$ cat src/rtl/fir_coeff_loader.sv
// Streams NUM_TAPS coefficients into the FIR coefficient RAM as write cycles.
// Define FIR_COEFF_READBACK_EN to add a readback pass with a checksum compare.
module fir_coeff_loader #(
  parameter int NUM_TAPS  = 33,
  parameter int ADDR_W    = 6,
  parameter int DATA_W    = 16,
  parameter int ADDR_BASE = 1,
  parameter int RD_LAT    = 1
) (
  input  logic              iClk_12M,
  input  logic              iRst,
  input  logic              iStart,
  input  logic              iCoeffValid,
  input  logic [DATA_W-1:0] iCoeffData,
  output logic              oCoeffReady,
  output logic              oCoeffiUpdateFlag,
  output logic              oCsnRam,
  output logic              oWrnRam,
  output logic [ADDR_W-1:0] oAddrRam,
  output logic [DATA_W-1:0] oWrDtRam,
  input  logic [DATA_W-1:0] iRdDtRam,
  output logic              oBusy,
  output logic              oDone,
  output logic              oErr
);
  localparam int K_W = $clog2(NUM_TAPS + 1);

  if (ADDR_BASE + NUM_TAPS - 1 > (1 << ADDR_W) - 1) begin : g_addr_range_chk
    $error("fir_coeff_loader: coefficient address range exceeds RAM");
  end
  if (RD_LAT < 1 || RD_LAT > 3) begin : g_rd_lat_chk
    $error("fir_coeff_loader: RD_LAT must be 1..3");
  end

  typedef enum logic [2:0] {IDLE, WRITE, READ, DRAIN, DONE} state_t;

  state_t            state_q, state_d;
  logic [K_W-1:0]    k_q, k_d;
  logic              ready_q, ready_d;
  logic              flag_q, flag_d;
  logic              csn_q, csn_d;
  logic              wrn_q, wrn_d;
  logic [ADDR_W-1:0] addr_q, addr_d;
  logic [DATA_W-1:0] wdata_q, wdata_d;
  logic              busy_q, busy_d;
  logic              done_q, done_d;
  logic              err_q, err_d;
  logic              hs;

`ifdef FIR_COEFF_READBACK_EN
  logic [DATA_W-1:0] wsum_q, wsum_d;
  logic [DATA_W-1:0] rsum_q, rsum_d;
  logic [DATA_W-1:0] smp_q, smp_d;
  logic              smp_vld_q, smp_vld_d;
  logic [RD_LAT-1:0] pipe_q, pipe_d;
  logic [1:0]        drain_q, drain_d;
`else
  logic unused_rd;
  assign unused_rd = ^iRdDtRam;
`endif

  assign hs = (state_q == WRITE) && ready_q && iCoeffValid;

  // NOTE: every _d gets a default first, so no path through this block infers a latch.
  always_comb begin
    state_d = state_q;
    k_d     = k_q;
    ready_d = ready_q;
    flag_d  = flag_q;
    csn_d   = csn_q;
    wrn_d   = wrn_q;
    addr_d  = addr_q;
    wdata_d = wdata_q;
    err_d   = err_q;
`ifdef FIR_COEFF_READBACK_EN
    wsum_d    = wsum_q;
    drain_d   = drain_q;
    // Read data is registered once before it joins the checksum.
    pipe_d    = (pipe_q << 1) | RD_LAT'(state_q == READ);
    smp_d     = iRdDtRam;
    smp_vld_d = pipe_q[RD_LAT-1];
    rsum_d    = smp_vld_q ? rsum_q + smp_q : rsum_q;
`endif

    case (state_q)
      IDLE: begin
        if (iStart) begin
          state_d = WRITE;
          k_d     = '0;
          ready_d = 1'b1;
          flag_d  = 1'b1;
          err_d   = 1'b0;
`ifdef FIR_COEFF_READBACK_EN
          wsum_d  = '0;
          rsum_d  = '0;
`endif
        end
      end
      WRITE: begin
        csn_d = 1'b1;
        wrn_d = 1'b1;
        if (hs) begin
          csn_d   = 1'b0;
          wrn_d   = 1'b0;
          addr_d  = ADDR_W'(ADDR_BASE) + ADDR_W'(k_q);
          wdata_d = iCoeffData;
          k_d     = k_q + 1'b1;
          ready_d = (k_q != K_W'(NUM_TAPS - 1));
`ifdef FIR_COEFF_READBACK_EN
          wsum_d  = wsum_q + iCoeffData;
`endif
        end else if (k_q == K_W'(NUM_TAPS)) begin
          flag_d  = 1'b0;
`ifdef FIR_COEFF_READBACK_EN
          state_d = READ;
          csn_d   = 1'b0;
          addr_d  = ADDR_W'(ADDR_BASE);
          k_d     = '0;
`else
          state_d = DONE;
`endif
        end
      end
`ifdef FIR_COEFF_READBACK_EN
      READ: begin
        if (k_q == K_W'(NUM_TAPS - 1)) begin
          state_d = DRAIN;
          csn_d   = 1'b1;
          drain_d = 2'(RD_LAT);
        end else begin
          k_d    = k_q + 1'b1;
          addr_d = addr_q + 1'b1;
        end
      end
      DRAIN: begin
        if (drain_q == 2'd0) state_d = DONE;
        else                 drain_d = drain_q - 2'd1;
      end
`endif
      DONE:    state_d = IDLE;
      default: state_d = IDLE;
    endcase

    busy_d = (state_d != IDLE);
    done_d = (state_d == DONE);
`ifdef FIR_COEFF_READBACK_EN
    if (state_d == DONE) err_d = (rsum_d != wsum_q);
`endif
  end

  // NOTE: sequential state uses non-blocking assignments only.
  always_ff @(posedge iClk_12M) begin
    if (iRst) begin
      state_q   <= IDLE;
      k_q       <= '0;
      ready_q   <= 1'b0;
      flag_q    <= 1'b0;
      csn_q     <= 1'b1;
      wrn_q     <= 1'b1;
      addr_q    <= '0;
      wdata_q   <= '0;
      busy_q    <= 1'b0;
      done_q    <= 1'b0;
      err_q     <= 1'b0;
`ifdef FIR_COEFF_READBACK_EN
      wsum_q    <= '0;
      rsum_q    <= '0;
      smp_q     <= '0;
      smp_vld_q <= 1'b0;
      pipe_q    <= '0;
      drain_q   <= '0;
`endif
    end else begin
      state_q   <= state_d;
      k_q       <= k_d;
      ready_q   <= ready_d;
      flag_q    <= flag_d;
      csn_q     <= csn_d;
      wrn_q     <= wrn_d;
      addr_q    <= addr_d;
      wdata_q   <= wdata_d;
      busy_q    <= busy_d;
      done_q    <= done_d;
      err_q     <= err_d;
`ifdef FIR_COEFF_READBACK_EN
      wsum_q    <= wsum_d;
      rsum_q    <= rsum_d;
      smp_q     <= smp_d;
      smp_vld_q <= smp_vld_d;
      pipe_q    <= pipe_d;
      drain_q   <= drain_d;
`endif
    end
  end

  assign oCoeffReady       = ready_q;
  assign oCoeffiUpdateFlag = flag_q;
  assign oCsnRam           = csn_q;
  assign oWrnRam           = wrn_q;
  assign oAddrRam          = addr_q;
  assign oWrDtRam          = wdata_q;
  assign oBusy             = busy_q;
  assign oDone             = done_q;
  assign oErr              = err_q;

endmodule
$ cat config.mk
export PLATFORM = sky130hd
export DESIGN_NAME = fir_coeff_loader
export DESIGN_NICKNAME = d
export VERILOG_FILES = /design/src/rtl/fir_coeff_loader.sv
export SDC_FILE = /design/constraint.sdc
export NUM_CORES = 1
export LEC_CHECK = 0
export ABC_CLOCK_PERIOD_IN_PS = 4200
export CAP_MARGIN = 20
export CORE_ASPECT_RATIO = 0.7
export CORE_MARGIN = 2
export CORE_UTILIZATION = 25
export DETAILED_ROUTE_END_ITERATION = 10
export SKIP_CTS_REPAIR_TIMING = 1
export SLEW_MARGIN = 25
export SYNTH_ARGS = -nofsm -noshare
export SYNTH_HDL_FRONTEND = slang
export SYNTH_SLANG_ARGS = --single-unit
$ cat constraint.sdc
create_clock -name iClk_12M -period 4.2 [get_ports iClk_12M]
set_input_delay 0.84 -clock iClk_12M [delete_from_list [all_inputs] [get_ports iClk_12M]]
set_output_delay 0.84 -clock iClk_12M [all_outputs]
set_load 0.02 [all_outputs]
==> metrics.cfg <==
[clocking]
clock_h_tree_levels=2
clk_pin_slew_ns=0.08
cts_inserted_buffers=5
cts_buffer_depth=2
root_buffer=clkbuf_8
worstSkewPairLatency_ns=0.28
cts_tree=yes
clock_sink_count=36

[critical_path]
setup.worst_path.end_class=flop
setup.reg_to_reg.worst_slack_ns=2.23
worst_path_required_ns=4.34
crit_chain=clkdlybuf4s50_1 -> nand2_1 -> nor2_1 -> a311oi_1
setup.worst_path.class=input pin to flop
cpMaxStageDelayCell=nor2_1
cpPeakStageDelay_ns=0.55
worst_path_dominant_cell_family=simple AND/OR/NAND/NOR gates
crit_buf_inv=1
crit_fanout=22
crit_path_start_kind=input pin
cp_data_arrival_time_ns=2.54

[pwr]
vdd.ir_drop.worst_mv=0.1233
static-leakage-power_nw=0.6638
power.density_mw_per_mm2=331.4
power_mw=0.7040

[synth]
synth_area_per_cell_sq_um=8.737
netlist_area_sq_mm=0.001503
synth_seq_cells=36
number_of_enable_flip_flop_cells_after_synthesis=0
async_reset_ff_share_pct=0
synthDominantCellAreaShare_pct=47.96
post-synth-top-area-cell=dfxtp_1
synth.yosys.seq_area_share_pct=47.96
synth_flop_cell=dfxtp_1
yosys-top-cells-area=dfxtp_1 (48%), a21oi_1 (8.7%), nand3_1 (7.0%)
netlist_instances=172
post_synth_cell_types=34
yosysWarningCount=0

[final_layout]
fillCellCount=612
nets_final=252
post_route_cells_drive_above_1_share_pct=6.075
antennaDiodeCount=0
final_instance_count_without_filler_cells=289
final_area_sq_mm=0.002125
area_delta_synth_final_pct=41.38

[timing]
timing_max_transition_violations_final=0
tns_ns=0
setup_repair_after_global_routing_missed_its_margin=no
setup_viol_count_final=0
worst_hold_slack_ns=0.4744
period_needed_ns=2.403
slew-limit-headroom_pct=39.58
tightest_slew_ns=0.9063
max_freq_mhz=416.2
final_hold_viol_count=0
final_min_period_over_clock_period_pct=57.21
worst_clock_skew_ns=0.005466

[placed_design]
dpl_cell_area_sq_mm=0.002017
dp.cells=281
routability_cong=0.7498
place_hpwl_um=2592
placement.io_buffers=47

[grt]
grt_start_max_net_pins=40
gr-max-usage-layer=met2
global_route.usage.total_pct=11.99
grt.overflow.total=0
antenna_found_initial=0
use_met3_pct=4.335
grt_use_met1_pct=16.85
grt_pass1_wl_um=6348
groute.layer.met2.usage_pct=17.62
number_of_global_route_vias_before_repair=1244

[route]
routedWlPerCell_um=13.79
routed_via_count=1387
initial_drc_count=111
drtPass1Iterations=4
drc_errors=0
antenna_violating_nets_post_route=0
drt-total-wl_um=3986
route.detailed.vias_per_inst=4.799

[run]
maxcap_viol_count=0

[die]
design.core.area_sq_mm=0.005756
die-width_um=96.67
floorplan.io_pins=65
chipHeight_um=68.87
starting_utilization_of_the_core_area_pct=26.11
floorplan.die_area_sq_mm=0.006657
number_of_placement_rows=23

[min_path]
class_of_the_most_critical_hold_timing_path=flop to flop

[outcome]
outcome=complete, no violations

==> layout by cell type, fill, tap and decap left out, types with 4 or more instances in the layout <==
master and instances:
a211oi_1 5, clkbuf_8 5, dfxtp_1 36, a21oi_1 26, nor2_1 4, nand3_1 21, o21ai_0 19, clkdlybuf4s50_1 47
inv_1 6
==> kinds of logic after synthesis <==
family,after synthesis,synth area share (%)
buf+inv,22,6.078
fa+ha+maj,3,2.498
flops,36,47.96
xor+xnor,3,1.749
simple gates,46,17.99
other cells,1,0.2496
compound gates,61,23.48
==> flip-flops by register name, indices dropped and copies added, names as in the netlist <==
name / cells
oWrDtRam: 16
k_q: 6
oAddrRam: 6
state_q: 3
oBusy: 1
oCoeffReady: 1
oCoeffiUpdateFlag: 1
oDone: 1
oWrnRam: 1
==> stage by stage <==
step / setup WS, ns / util, %
floorplan: 2.349 / -
global placement: 1.479 / 35.04
detailed placement: 1.471 / 35.04
CTS: 1.773 / 36.91
global route: 1.632 / 36.91
finish: 1.797 / 36.91
==> Yosys cell counts, types with 2 or more instances <==
library cell,n
nor2_1,4
buf_4,2
nor3_1,2
or4b_2,2
a311oi_1,2
ha_1,3
nor4_1,3
o32ai_1,2
or4_1,2
clkbuf_1,13
nand2_1,2
a21oi_1,26
or3_1,2
dfxtp_1,36
a211oi_1,5
o311ai_0,2
nand3_1,21
xnor2_1,3
nand2b_1,2
o21ai_0,19
inv_1,6
==> layout make-up <==
| class | instances | area (sq um) | share of cell area, % |
|---|---|---|---|
| repair buffers | 49 | 485.5 | 22.85 |
| well taps | 75 | 93.84 | 4.417 |
| inverters | 6 | 22.52 | 1.060 |
| clock inverters | 2 | 35.03 | 1.649 |
| flip-flops and latches | 36 | 720.7 | 33.92 |
| clock buffers | 6 | 72.57 | 3.416 |
| multi-input cells | 115 | 694.4 | 32.69 |
==> power by group <==
| part | switching (mW) | internal, mW | leakage, nW | total (mW) |
|---|---|---|---|---|
| clock network | 0.123 | 0.176 | 0.0552 | 0.299 |
| logic | 0.0297 | 0.0268 | 0.317 | 0.0565 |
| registers | 0.00335 | 0.345 | 0.291 | 0.349 |
| total | 0.156 | 0.548 | 0.664 | 0.704 |
==> tightest hold or removal path: cells and delay by family, from the launching register on <==
kind	cells	cell delay (ns)
flip-flops	1	0.31
AO/OA/AOI/OAI	2	0.12
==> worst paths after layout <==
path / end / depth (start not counted) / start
hold / removal: oWrDtRam[6] / 2 / oWrDtRam[6]
hold reg to reg: oWrDtRam[6] / 2 / oWrDtRam[6]
setup reg to reg: oAddrRam[5] / 3 / state_q[0]
setup / recovery: oAddrRam[5] / 4 / iCoeffValid
==> metal layers <==
| metal | wire, um | share of wire (%) | vias up |
|---|---|---|---|
| li1 | - | - | 708 |
| met1 | 2009 | 50 | 636 |
| met2 | 1711 | 43 | 40 |
| met3 | 244 | 6.1 | 3 |
| met4 | 21 | 0.53 | 0 |
| met5 | 0 | 0 | - |
No activity file was read; power rests on OpenSTA's default activity.
